## config.mk

```make
export PLATFORM = sky130hd
export DESIGN_NAME = uart_io_ctrl
export DESIGN_NICKNAME = d
export VERILOG_FILES = /design/src/rtl/uart_io_ctrl.sv
export SDC_FILE = /design/constraint.sdc
export NUM_CORES = 1
export LEC_CHECK = 0
export ABC_CLOCK_PERIOD_IN_PS = 4200
export CAP_MARGIN = 20
export CORE_UTILIZATION = 55
export DETAILED_ROUTE_END_ITERATION = 6
export GPL_TIMING_DRIVEN = 0
export PLACE_DENSITY = 0.77
export REMOVE_ABC_BUFFERS = 1
export SLEW_MARGIN = 25
export SYNTH_ARGS = -nofsm -noshare
export SYNTH_HDL_FRONTEND = slang
export SYNTH_SLANG_ARGS = --single-unit
```

## constraint.sdc

```tcl
create_clock -name clk -period 4.2 [get_ports clk]
set_input_delay 0.42 -clock clk [delete_from_list [all_inputs] [get_ports clk]]
set_output_delay 0.42 -clock clk [all_outputs]
set_load 0.03 [all_outputs]
```

## src/rtl/uart_io_ctrl.sv

```systemverilog
// rtl/uart_io_ctrl.sv - UART word request responder: OUT word to TX bytes, RX byte FIFO to IN words
module uart_io_ctrl #(
    parameter int RX_DEPTH = 16,
    parameter int RX_AW    = 4
) (
    input  logic              clk,
    input  logic              rstn,
    input  logic              uart_wenable,
    input  logic [1:0]        uart_wsz,
    input  logic [31:0]       uart_wd,
    output logic              uart_wdone,
    input  logic              uart_renable,
    input  logic [1:0]        uart_rsz,
    output logic [31:0]       uart_rd,
    output logic              uart_rdone,
    output logic              tx_start,
    output logic [7:0]        tx_data,
    input  logic              tx_busy,
    input  logic              rx_valid,
    input  logic [7:0]        rx_data,
    output logic              rx_overrun,
    output logic [RX_AW:0]    rx_count
);

    typedef enum logic [1:0] {T_IDLE, T_SEND, T_GAP} tx_state_t;
    typedef enum logic {R_IDLE, R_COLLECT} rx_state_t;

    tx_state_t   t_state, t_next;
    logic [31:0] shreg;
    logic [1:0]  t_cnt;

    always_ff @(posedge clk or negedge rstn) begin
        if (!rstn) t_state <= T_IDLE;
        else       t_state <= t_next;
    end

    always_comb begin
        t_next   = t_state;
        tx_start = 1'b0;
        case (t_state)
            T_IDLE: if (uart_wenable) t_next = T_SEND;
            T_SEND: if (!tx_busy) begin
                tx_start = 1'b1;
                t_next   = (t_cnt == 2'd0) ? T_IDLE : T_GAP;
            end
            // one idle cycle so the transmitter's busy flag is visible before the next start
            T_GAP:   t_next = T_SEND;
            default: t_next = T_IDLE;
        endcase
    end

    assign tx_data = tx_start ? shreg[7:0] : 8'h00;

    always_ff @(posedge clk or negedge rstn) begin
        if (!rstn) begin
            shreg      <= '0;
            t_cnt      <= '0;
            uart_wdone <= 1'b0;
        end else begin
            uart_wdone <= tx_start && (t_cnt == 2'd0);
            if (t_state == T_IDLE && uart_wenable) begin
                shreg <= uart_wd;
                t_cnt <= uart_wsz;
            end else if (tx_start && t_cnt != 2'd0) begin
                shreg <= shreg >> 8;
                t_cnt <= t_cnt - 2'd1;
            end
        end
    end

    logic [7:0]       mem [RX_DEPTH];
    logic [RX_AW-1:0] wptr, rptr;
    logic             fifo_empty, fifo_full, push, pop;
    logic [7:0]       head;

    rx_state_t   r_state, r_next;
    logic [1:0]  r_idx, r_sz;
    logic [31:0] acc, acc_merged, rd_q;

    assign fifo_empty = (rx_count == '0);
    assign fifo_full  = (rx_count == (RX_AW+1)'(RX_DEPTH));
    assign pop        = (r_state == R_COLLECT) && !fifo_empty;
    // a full FIFO still accepts a byte when a pop frees a slot in the same cycle
    assign push       = rx_valid && (!fifo_full || pop);
    assign head       = mem[rptr];

    always_ff @(posedge clk) begin
        if (push) mem[wptr] <= rx_data;
    end

    always_ff @(posedge clk or negedge rstn) begin
        if (!rstn) begin
            wptr       <= '0;
            rptr       <= '0;
            rx_count   <= '0;
            rx_overrun <= 1'b0;
        end else begin
            if (push) wptr <= wptr + 1'b1;
            if (pop)  rptr <= rptr + 1'b1;
            if (push && !pop)      rx_count <= rx_count + 1'b1;
            else if (pop && !push) rx_count <= rx_count - 1'b1;
            if (rx_valid && !push) rx_overrun <= 1'b1;
        end
    end

    always_ff @(posedge clk or negedge rstn) begin
        if (!rstn) r_state <= R_IDLE;
        else       r_state <= r_next;
    end

    // the completing byte is merged combinationally so rdone coincides with the last pop
    always_comb begin
        acc_merged              = acc;
        acc_merged[8*r_idx +: 8] = head;
        r_next                  = r_state;
        uart_rdone              = 1'b0;
        case (r_state)
            R_IDLE:    if (uart_renable) r_next = R_COLLECT;
            R_COLLECT: if (pop && r_idx == r_sz) begin
                uart_rdone = 1'b1;
                r_next     = R_IDLE;
            end
            default:   r_next = R_IDLE;
        endcase
    end

    assign uart_rd = uart_rdone ? acc_merged : rd_q;

    always_ff @(posedge clk or negedge rstn) begin
        if (!rstn) begin
            acc   <= '0;
            r_idx <= '0;
            r_sz  <= '0;
            rd_q  <= '0;
        end else begin
            if (r_state == R_IDLE && uart_renable) begin
                acc   <= '0;
                r_idx <= '0;
                r_sz  <= uart_rsz;
            end else if (pop) begin
                acc   <= acc_merged;
                r_idx <= r_idx + 2'd1;
            end
            if (uart_rdone) rd_q <= acc_merged;
        end
    end

endmodule

```

==> results of run 1 <==
[power groups by stage]
stage | Combinational (µW) | Sequential, µW | Clock [µW]
after floorplan | 2470 | 3670 | 0
after CTS | 3990 | 3720 | 2310
after detailed placement | 3920 | 3750 | 0
final | 4170 | 3690 | 2270
after global placement | 3610 | 3750 | 0
after global routing | 4460 | 3760 | 2400
[flip-flops by register name, summed over array words and instances (netlist names)]
register    cells
t_state         2
rptr            4
rx_count        5
t_cnt           2
acc            32
r_state         1
rx_overrun      1
wptr            4
uart_wdone      1
r_sz            2
rd_q           32
r_idx           2
mem           128
shreg          32
[repair_timing]
action / in CTS / in global routing
hold endpoints to repair: 76 / 0
setup buffers: 0 / 6
setup endpoints to repair: 24 / 24
pin swaps: 0 / 1
hold buffers: 1 / 0
gates resized for setup: 9 / 6
[logic make-up (layout without fill, tap and decap cells)]
group,Yosys count,in the layout,share of synthesized area (%)
AO/OA/AOI/OAI,181,181,11.6
XOR/XNOR,14,14,1.14
adder cells (fa/ha/maj),16,16,1.93
buffers and inverters,66,189,2.88
flip-flops,248,248,63.5
multiplexers,76,76,10.9
AND/OR/NAND/NOR,160,160,8.01
[metrics by stage]
step | total power [µW] | TNS, ps
floorplan | 6140 | 0
global placement | 7350 | -240650
global route | 10600 | -25.1
finish | 10100 | 0
CTS | 10000 | 0
detailed placement | 7680 | 0
[layer usage]
| metal | global-route usage [%] | vias up |
|---|---|---|
| met4 | 9.05 | 0 |
| met1 | 31.7 | 3495 |
| met2 | 42.2 | 266 |
| met3 | 4.00 | 59 |
| met5 | 0 | - |
| li1 | - | 3101 |
[worst paths after layout]
| path | startpoint | endpoint | slack [ps] | cells past startpoint |
|---|---|---|---|---|
| max in group asynchronous | rstn | acc[8] | 3030 | 3 |
| worst min register to register | acc[3] | acc[3] | 500 | 2 |
| worst max register to register | rx_count[1] | rx_count[4] | 870 | 10 |
| min in group asynchronous | rstn | t_cnt[0] | 480 | 2 |
| worst max-delay path | r_idx[0] | uart_rd[22] | 160 | 7 |
| worst min-delay path | uart_wsz[1] | t_cnt[1] | 450 | 3 |
[worst min-delay path, delay by kind of cell]
kind,cells,cell delay (ps)
buffers and inverters,1,400
AOI/OAI and AO/OA,1,60
and+or+nand+nor,1,50
[cell usage in the layout, fill, tap and decap left out, types with 3 or more instances in the layout]
master,count
nand2_1,66
o21ai_0,84
clkbuf_16,27
clkinv_1,5
buf_16,3
clkinv_2,5
clkbuf_1,4
ha_1,14
edfxtp_1,128
mux2i_2,8
mux2i_1,26
and2_1,17
a21oi_1,16
buf_12,5
mux2_2,10
nor3b_1,34
nor4_2,4
nor2b_1,3
nor2_1,14
xnor2_1,12
mux4_2,32
a221oi_1,7
buf_4,6
inv_1,24
nand4_1,3
dfrtp_1,117
a22oi_1,32
a221oi_2,15
clkdlybuf4s50_1,96
o221ai_1,8
clkbuf_8,3
o21ai_1,9
[layout make-up]
class / count / area [µm²]
Clock inverter: 14 / 124
Tap cell: 260 / 325
Timing Repair Buffer: 115 / 1230
Sequential cell: 248 / 6850
Inverter: 26 / 97.6
Multi-Input combinational cell: 447 / 3700
Fill cell: 1273 / 5890
Clock buffer: 34 / 732
==> flow_metrics.py, run 1 <==
metrics = {
    "synth": {
        "ys_seq_area_share_pct": 63.5,
        "yosys-top-cells-area": "edfxtp_1 (36%), dfrtp_1 (28%), mux4_2 (6.7%), o21ai_0 (4.0%), mux2i_1 (3.2%)",
        "synth_edf_count": 128,
        "synth_top_area_cell": "edfxtp_1",
        "ys_types": 48,
        "yosys_warnings": 0,
        "syn_area_um2": 10800,
        "syn_inst": 761,
        "ys.flop_type": "edfxtp_1",
        "synth_top_cells_by_count": "edfxtp_1 (128), dfrtp_1 (120), o21ai_0 (87), nand2_1 (66), nor3b_1 (35)",
        "synthArstFlopShare_pct": 48.4,
        "ys_ff_latch": 248,
        "avgSynthCellArea_um2": 14.2,
        "yosysMostFrequentCell": "edfxtp_1",
        "synth_top_area_share_pct": 35.7,
    },
    "pwr": {
        "power.internal_uw": 6280,
        "pwr-share-clk_pct": 22.4,
        "p_sw_uw": 3850,
        "vdd_drop_max_mv": 0.442,
        "power_leakage_uw": 0.00483,
        "power_density_nw_per_um2": 775,
        "pwr-share-comb_pct": 41.2,
        "sequentialPowerShare_pct": 36.4,
        "swShare_pct": 38.0,
    },
    "clock_tree": {
        "clk_latency_ps": 530,
        "cts_root_buffer": "clkbuf_16",
        "cts_buffers": 27,
        "ctsLongestPathBuffers": 3,
        "clkTransAtPathRegs_ps": 60,
        "tritoncts": "done",
        "h-tree-depth": 1,
        "cts.sinks": 248,
    },
    "floorplan": {
        "die_x_um": 142,
        "core-area_um2": 19000,
        "dieArea_um2": 20200,
        "initial_core_util_pct": 56.9,
        "io_pins": 99,
        "die_h_um": 142,
        "num_rows": 50,
    },
    "setup_path": {
        "critPathSlowestCell": "clkdlybuf4s50_1",
        "cp_top_family": "buffers and inverters",
        "path_cells": "inv_1, ha_2, nor4bb_1, nor2b_1, nand2_1, o21ai_0, clkdlybuf4s50_1",
        "cp_data_required_time_ps": 3780,
        "slowest_delay_ps": 750,
        "worstPathArrival_ps": 3620,
        "startpoint_type": "register",
        "critPathBufInv": 2,
        "path_class": "reg -> out",
        "end_kind": "output pin",
        "crit_path_max_fanout": 10,
    },
    "timing": {
        "drv_slew": 0,
        "skew_ps": 12.4,
        "holdWs_ps": 452,
        "setup_violations": 0,
        "rsz0062_at_grt": "yes",
        "worst_slack_ps": 158,
        "fin_crit_ps": 4040,
        "relSlewSlack_pct": 37.3,
        "fin_crit_sh_pct": 96.2,
        "final-hold-violation-count": 0,
        "worst_pin_slew_ps": 937,
        "max_freq_ghz": 0.247,
    },
    "route": {
        "wl_met2_mm": 12.3,
        "wl_met1_mm": 9.75,
        "vias_per_cell": 6.05,
        "vias": 6921,
        "wl_mm": 24.1,
        "top_layer_used": "met4",
        "drt-initial-drc-count": 518,
        "firstDrtPassIters": 6,
        "ant_nets": 0,
        "wire_per_inst_um": 21.1,
        "dr_wl_met3_mm": 1.35,
        "post-route-drc-count": 0,
    },
    "final_layout": {
        "areaGrowthSynthToFinish_pct": 21.2,
        "diodes": 0,
        "nNetsFinal": 931,
        "fin_cells": 1144,
        "fin_util_pct": 68.9,
        "drive_above_1_share_pct": 16.2,
        "postLayoutCellArea_um2": 13100,
    },
    "global_route": {
        "grt_max_degree": 78,
        "grt_use_total_pct": 24.6,
        "grt_pass1_vias": 7012,
        "grt_pass1_wl_mm": 37.7,
        "antenna_found_initial": 0,
        "globalRouteOverflowTotal": 0,
    },
    "place": {
        "placed_area_um2": 12100,
        "gp_congestion": 0.872,
        "port_buffers": 98,
        "post-place-ws_ps": 357,
        "dpl.cell_count": 1089,
        "dp_hpwl_mm": 15.9,
    },
    "run": {
        "maxCapViolations": 0,
    },
    "outcome": {
        "outcome": "completed",
    },
    "min_path": {
        "hold_class": "in -> reg",
    },
}
Power figures use the tool's default switching activity.
==> run 2: changes to the inputs <==
--- a/config.mk
+++ b/config.mk
@@ -7,10 +7,11 @@
 export LEC_CHECK = 0
 export ABC_CLOCK_PERIOD_IN_PS = 4200
 export CAP_MARGIN = 20
-export CORE_UTILIZATION = 55
+export CORE_MARGIN = 2
+export CORE_UTILIZATION = 57
 export DETAILED_ROUTE_END_ITERATION = 6
 export GPL_TIMING_DRIVEN = 0
-export PLACE_DENSITY = 0.77
+export PLACE_DENSITY = 0.79
 export REMOVE_ABC_BUFFERS = 1
 export SLEW_MARGIN = 25
 export SYNTH_ARGS = -nofsm -noshare
==> flow_metrics.py, run 2 (synthesis gave the netlist of run 1 again) <==
metrics = {
    "clock_tree": {
        "cts_root_buffer": "clkbuf_16",
        "clkTransAtPathRegs_ps": 60,
        "cts_buffers": 25,
        "cts.sinks": 248,
        "tritoncts": "done",
        "h-tree-depth": 1,
        "ctsLongestPathBuffers": 3,
        "clk_latency_ps": 540,
    },
    "global_route": {
        "grt_use_total_pct": 25.0,
        "grt_pass1_vias": 7173,
        "grt_max_degree": 79,
        "antenna_found_initial": 0,
        "globalRouteOverflowTotal": 0,
        "grt_pass1_wl_mm": 38.8,
    },
    "pwr": {
        "vdd_drop_max_mv": 0.494,
        "power_density_nw_per_um2": 783,
        "p_sw_uw": 3900,
        "swShare_pct": 38.2,
        "power_leakage_uw": 0.00484,
        "sequentialPowerShare_pct": 36.1,
        "power.internal_uw": 6300,
        "pwr-share-clk_pct": 22.6,
        "pwr-share-comb_pct": 41.2,
    },
    "floorplan": {
        "io_pins": 99,
        "core-area_um2": 18600,
        "die_x_um": 142,
        "die_h_um": 142,
        "num_rows": 50,
        "initial_core_util_pct": 57.8,
        "dieArea_um2": 20000,
    },
    "route": {
        "post-route-drc-count": 0,
        "wl_met1_mm": 9.79,
        "vias_per_cell": 6.30,
        "dr_wl_met3_mm": 1.44,
        "vias": 7008,
        "wire_per_inst_um": 22.0,
        "wl_mm": 24.5,
        "top_layer_used": "met4",
        "firstDrtPassIters": 5,
        "ant_nets": 0,
        "wl_met2_mm": 12.5,
        "drt-initial-drc-count": 626,
    },
    "final_layout": {
        "fillers": 1220,
        "largest_register_ffs": 128,
        "areaGrowthSynthToFinish_pct": 20.8,
        "nNetsFinal": 928,
        "layout_commonest_cell": "edfxtp_1",
        "layout_common_cells": "edfxtp_1 (128), dfrtp_1 (117), clkdlybuf4s50_1 (95), o21ai_0 (86), nand2_1 (66)",
        "diodes": 0,
        "multi_input_area_um2": 3710,
        "drive_above_1_share_pct": 16.1,
        "regArea_um2": 6850,
        "regMostFlops": "mem",
    },
    "timing": {
        "final-hold-violation-count": 0,
        "skew_ps": 14.0,
        "worst_pin_slew_ps": 861,
        "max_freq_ghz": 0.244,
        "drv_slew": 0,
        "fin_crit_sh_pct": 97.7,
        "rsz0062_at_grt": "yes",
        "setup_violations": 0,
        "fin_crit_ps": 4110,
        "relSlewSlack_pct": 42.4,
        "worst_slack_ps": 94.5,
        "holdWs_ps": 360,
    },
    "setup_path": {
        "worstReg2RegEnd": "rx_count[4]",
        "r2r_slack_ps": 820,
        "critPathBufInv": 2,
        "cp_data_required_time_ps": 3780,
        "startpoint_type": "register",
        "critPathSlowestCell": "clkdlybuf4s50_1",
        "end_kind": "output pin",
        "r2r-start": "rx_count[1]",
        "cp_top_family": "buffers and inverters",
        "path_class": "reg -> out",
        "slowest_delay_ps": 760,
        "worstPathArrival_ps": 3690,
        "crit_path_max_fanout": 10,
        "reg2regPathDepth": 10,
        "path_cells": "inv_1, ha_2, nor4bb_1, nor2b_1, nand2_1, o21ai_0, clkdlybuf4s50_1",
    },
    "place": {
        "post-place-ws_ps": 377,
        "gp_congestion": 0.819,
        "dp_hpwl_mm": 15.8,
        "port_buffers": 98,
    },
    "outcome": {
        "outcome": "completed",
    },
    "run": {
        "maxCapViolations": 0,
    },
    "min_path": {
        "hold_class": "in -> async",
    },
}
## run 2: final cells by class
class                           instances  area share, %
Sequential cell                       248           52.6
Multi-Input combinational cell        447           28.5
Timing Repair Buffer                  114           9.40
Clock buffer                           33           5.26
Tap cell                              234           2.25
Clock inverter                         10           1.27
Inverter                               26          0.749
## run 2: timing repair
item / CTS / global route
buffers inserted: 4 / 1
gates resized for setup: 9 / 6
pin swaps: 1 / 0
cloned: 0 / 0
hold endpoints to repair: 42 / 0
endpoints found under the setup margin: 25 / 9
hold buffers: 1 / 0
## run 2: power by group through the flow
stage	sequential (µW)	clock, µW	combinational, µW
floorplan	3670	0	2470
detailed placement	3750	0	3980
global placement	3740	0	3610
global route	3760	2430	4480
finish	3680	2310	4200
CTS	3720	2340	4100
## run 2: metrics by stage
stage	TNS (ps)	instances	total power [µW]	area [µm²]	util, %
finish	0	1112	10200	13000	69.9
global route	-211	1112	10700	13000	69.9
CTS	0	1111	10200	13000	69.7
detailed placement	0	1063	7730	12100	64.7
global placement	-248150	1053	7360	11800	63.5
floorplan	0	721	6140	10600	-
## run 2: worst reg2reg max path: cells and delay by family (launching register included)
kind / cells / cell delay (ps)
compound gates: 3 / 800
xor+xnor: 1 / 140
fa+ha+maj: 2 / 620
buf+inv: 2 / 470
flops: 1 / 420
mux: 1 / 260
simple gates: 1 / 600
## run 2: layer usage
metal / vias up / global-route usage, %
met4: 0 / 9.00
met5: - / 0
met3: 68 / 3.91
li1: 3086 / -
met1: 3587 / 32.9
met2: 267 / 42.7
## run 2: worst max path at each step
stage	startpoint	to	slack [ps]	cells past startpoint
detailed placement	rptr[0]	uart_rd[22]	380	4
global placement	rstn	rd_q[14]	-1760	1
CTS	r_idx[0]	uart_rd[16]	40	8
finish	r_idx[0]	uart_rd[19]	90	7
floorplan	tx_busy	t_cnt[1]	80	4
global route	r_idx[0]	uart_rd[21]	-80	7
==> run 3: changes to the inputs <==
--- a/config.mk
+++ b/config.mk
@@ -8,10 +8,10 @@
 export ABC_CLOCK_PERIOD_IN_PS = 4200
 export CAP_MARGIN = 20
 export CORE_MARGIN = 2
-export CORE_UTILIZATION = 57
+export CORE_UTILIZATION = 55
 export DETAILED_ROUTE_END_ITERATION = 6
 export GPL_TIMING_DRIVEN = 0
-export PLACE_DENSITY = 0.79
+export PLACE_DENSITY = 0.77
 export REMOVE_ABC_BUFFERS = 1
 export SLEW_MARGIN = 25
 export SYNTH_ARGS = -nofsm -noshare
==> flow_metrics.py, run 3 (synthesis gave the netlist of run 1 again) <==
metrics = {
    "setup_path": {
        "startpoint_type": "register",
        "crit_path_max_fanout": 30,
        "path_class": "reg -> out",
        "critPathBufInv": 3,
        "end_kind": "output pin",
        "path_cells": "xnor2_1, o2111ai_4, buf_16, inv_1, nand3_1, o221ai_1, clkdlybuf4s50_1",
        "cp_data_required_time_ps": 3780,
        "critPathSlowestCell": "clkdlybuf4s50_1",
        "slowest_delay_ps": 740,
        "cp_top_family": "buffers and inverters",
        "worstPathArrival_ps": 3640,
    },
    "route": {
        "wl_mm": 24.5,
        "vias_per_cell": 6.06,
        "vias": 6938,
        "wire_per_inst_um": 21.4,
        "ant_nets": 0,
        "post-route-drc-count": 0,
        "drt-initial-drc-count": 563,
        "firstDrtPassIters": 5,
    },
    "clock_tree": {
        "tritoncts": "done",
        "cts.sinks": 248,
        "ctsLongestPathBuffers": 3,
        "cts_buffers": 26,
        "cts_root_buffer": "clkbuf_16",
        "clkTransAtPathRegs_ps": 60,
        "clk_latency_ps": 530,
        "h-tree-depth": 1,
    },
    "floorplan": {
        "initial_core_util_pct": 55.7,
        "die_h_um": 144,
        "core-area_um2": 19300,
        "dieArea_um2": 20700,
        "die_x_um": 144,
        "num_rows": 51,
        "io_pins": 99,
    },
    "pwr": {
        "vdd_drop_max_mv": 0.415,
        "power_leakage_uw": 0.00480,
        "power_density_nw_per_um2": 778,
        "power.total_uw": 10200,
    },
    "timing": {
        "skew_ps": 17.5,
        "max_freq_ghz": 0.246,
        "final-hold-violation-count": 0,
        "fin_crit_ps": 4060,
        "relSlewSlack_pct": 27.2,
        "setup_violations": 0,
        "worst_pin_slew_ps": 1090,
        "rsz0062_at_grt": "no",
        "fin_crit_sh_pct": 96.7,
        "drv_slew": 0,
    },
    "place": {
        "placed_area_um2": 12100,
        "dpl.cell_count": 1093,
        "dp_hpwl_mm": 15.6,
        "gp_congestion": 0.851,
        "port_buffers": 98,
    },
    "final_layout": {
        "postLayoutCellArea_um2": 13100,
        "layout_commonest_cell": "edfxtp_1",
        "regMostFlops": "mem",
        "drive_above_1_share_pct": 15.7,
        "largest_register_ffs": 128,
        "fillers": 1285,
        "fin_cells": 1144,
        "areaGrowthSynthToFinish_pct": 21.2,
        "diodes": 0,
        "layout_common_cells": "edfxtp_1 (128), dfrtp_1 (118), clkdlybuf4s50_1 (97), o21ai_0 (87), nand2_1 (66)",
        "nNetsFinal": 926,
    },
    "global_route": {
        "antenna_found_initial": 0,
        "grt_max_degree": 66,
        "grt_pass1_wl_mm": 38.4,
        "grt_use_total_pct": 24.1,
        "grt_pass1_vias": 7077,
        "globalRouteOverflowTotal": 0,
    },
    "outcome": {
        "outcome": "completed",
    },
    "min_path": {
        "hold_class": "in -> async",
    },
    "run": {
        "maxCapViolations": 0,
    },
}
-- run 3: cell count changes in the layout (fill, tap and decap cells not counted), moves of 2 or more --
cell / before / now
dlymetal6s2s_1: 2 / 0
buf_2: 4 / 1
clkdlybuf4s50_1: 95 / 97
clkinv_2: 5 / 2
clkbuf_8: 3 / 6
clkbuf_16: 25 / 28
bufinv_16: 4 / 2
clkbuf_1: 5 / 8
-- run 3: worst paths after layout --
kind	cells past startpoint	endpoint	startpoint	slack (ps)
hold reg to reg	1	rx_overrun	rx_overrun	490
setup / recovery	7	uart_rd[14]	r_idx[0]	140
hold / removal	2	shreg[0]	rstn	420
max in group asynchronous	3	wptr[1]	rstn	3060
setup reg to reg	10	rx_count[4]	rx_count[0]	880
min in group clk	3	shreg[0]	uart_wd[0]	450
-- run 3: worst register-to-register path: cells and delay by family (launching register included) --
kind	cells	cell delay, ps
AO/OA/AOI/OAI	3	790
flip-flops	1	440
XOR/XNOR	1	130
buffers and inverters	2	450
multiplexers	1	240
adder cells (fa/ha/maj)	2	610
AND/OR/NAND/NOR	1	580
-- run 3: metal layers --
metal | track usage, % | vias up | wire (µm)
li1 | - | 3085 | -
met1 | 33.1 | 3513 | 10000
met2 | 39.6 | 285 | 12100
met3 | 3.84 | 55 | 1570
met4 | 8.26 | 0 | 760
met5 | 0 | - | 0
-- run 3: per-stage QoR --
stage | hold WS [ps] | TNS, ps | utilization, % | worst slack, ps
after CTS | 436 | 0 | 67.4 | 19.1
after detailed placement | 418 | 0 | 62.5 | 387
after global routing | 453 | 0 | 67.6 | 1.97
final | 425 | 0 | 67.6 | 139
after floorplan | 124 | 0 | - | 75.7
after global placement | 463 | -245190 | 61.4 | -1770
-- run 3: what timing repair did --
| action | CTS | global route |
|---|---|---|
| resized for setup | 7 | 4 |
| hold endpoints to repair | 55 | 0 |
| gates cloned | 0 | 0 |
| hold buffers | 1 | 0 |
| buffers inserted | 2 | 1 |
| pin swaps | 1 | 0 |
| setup endpoints to repair | 16 | 15 |
-- run 3: final cells by class --
class	instances	area, µm²	share of cell area [%]
Timing Repair Buffer	111	1190	9.12
Clock inverter	5	77.6	0.594
Tap cell	265	332	2.54
Multi-Input combinational cell	447	3700	28.3
Inverter	26	97.6	0.747
Clock buffer	42	813	6.22
Sequential cell	248	6850	52.4
-- run 3: where the power goes --
| group | switching (µW) | total (µW) | internal (µW) | leakage [µW] |
|---|---|---|---|---|
| clock | 903 | 2340 | 1440 | 0.000434 |
| combinational | 2410 | 4090 | 1680 | 0.00164 |
| sequential | 539 | 3730 | 3190 | 0.00272 |
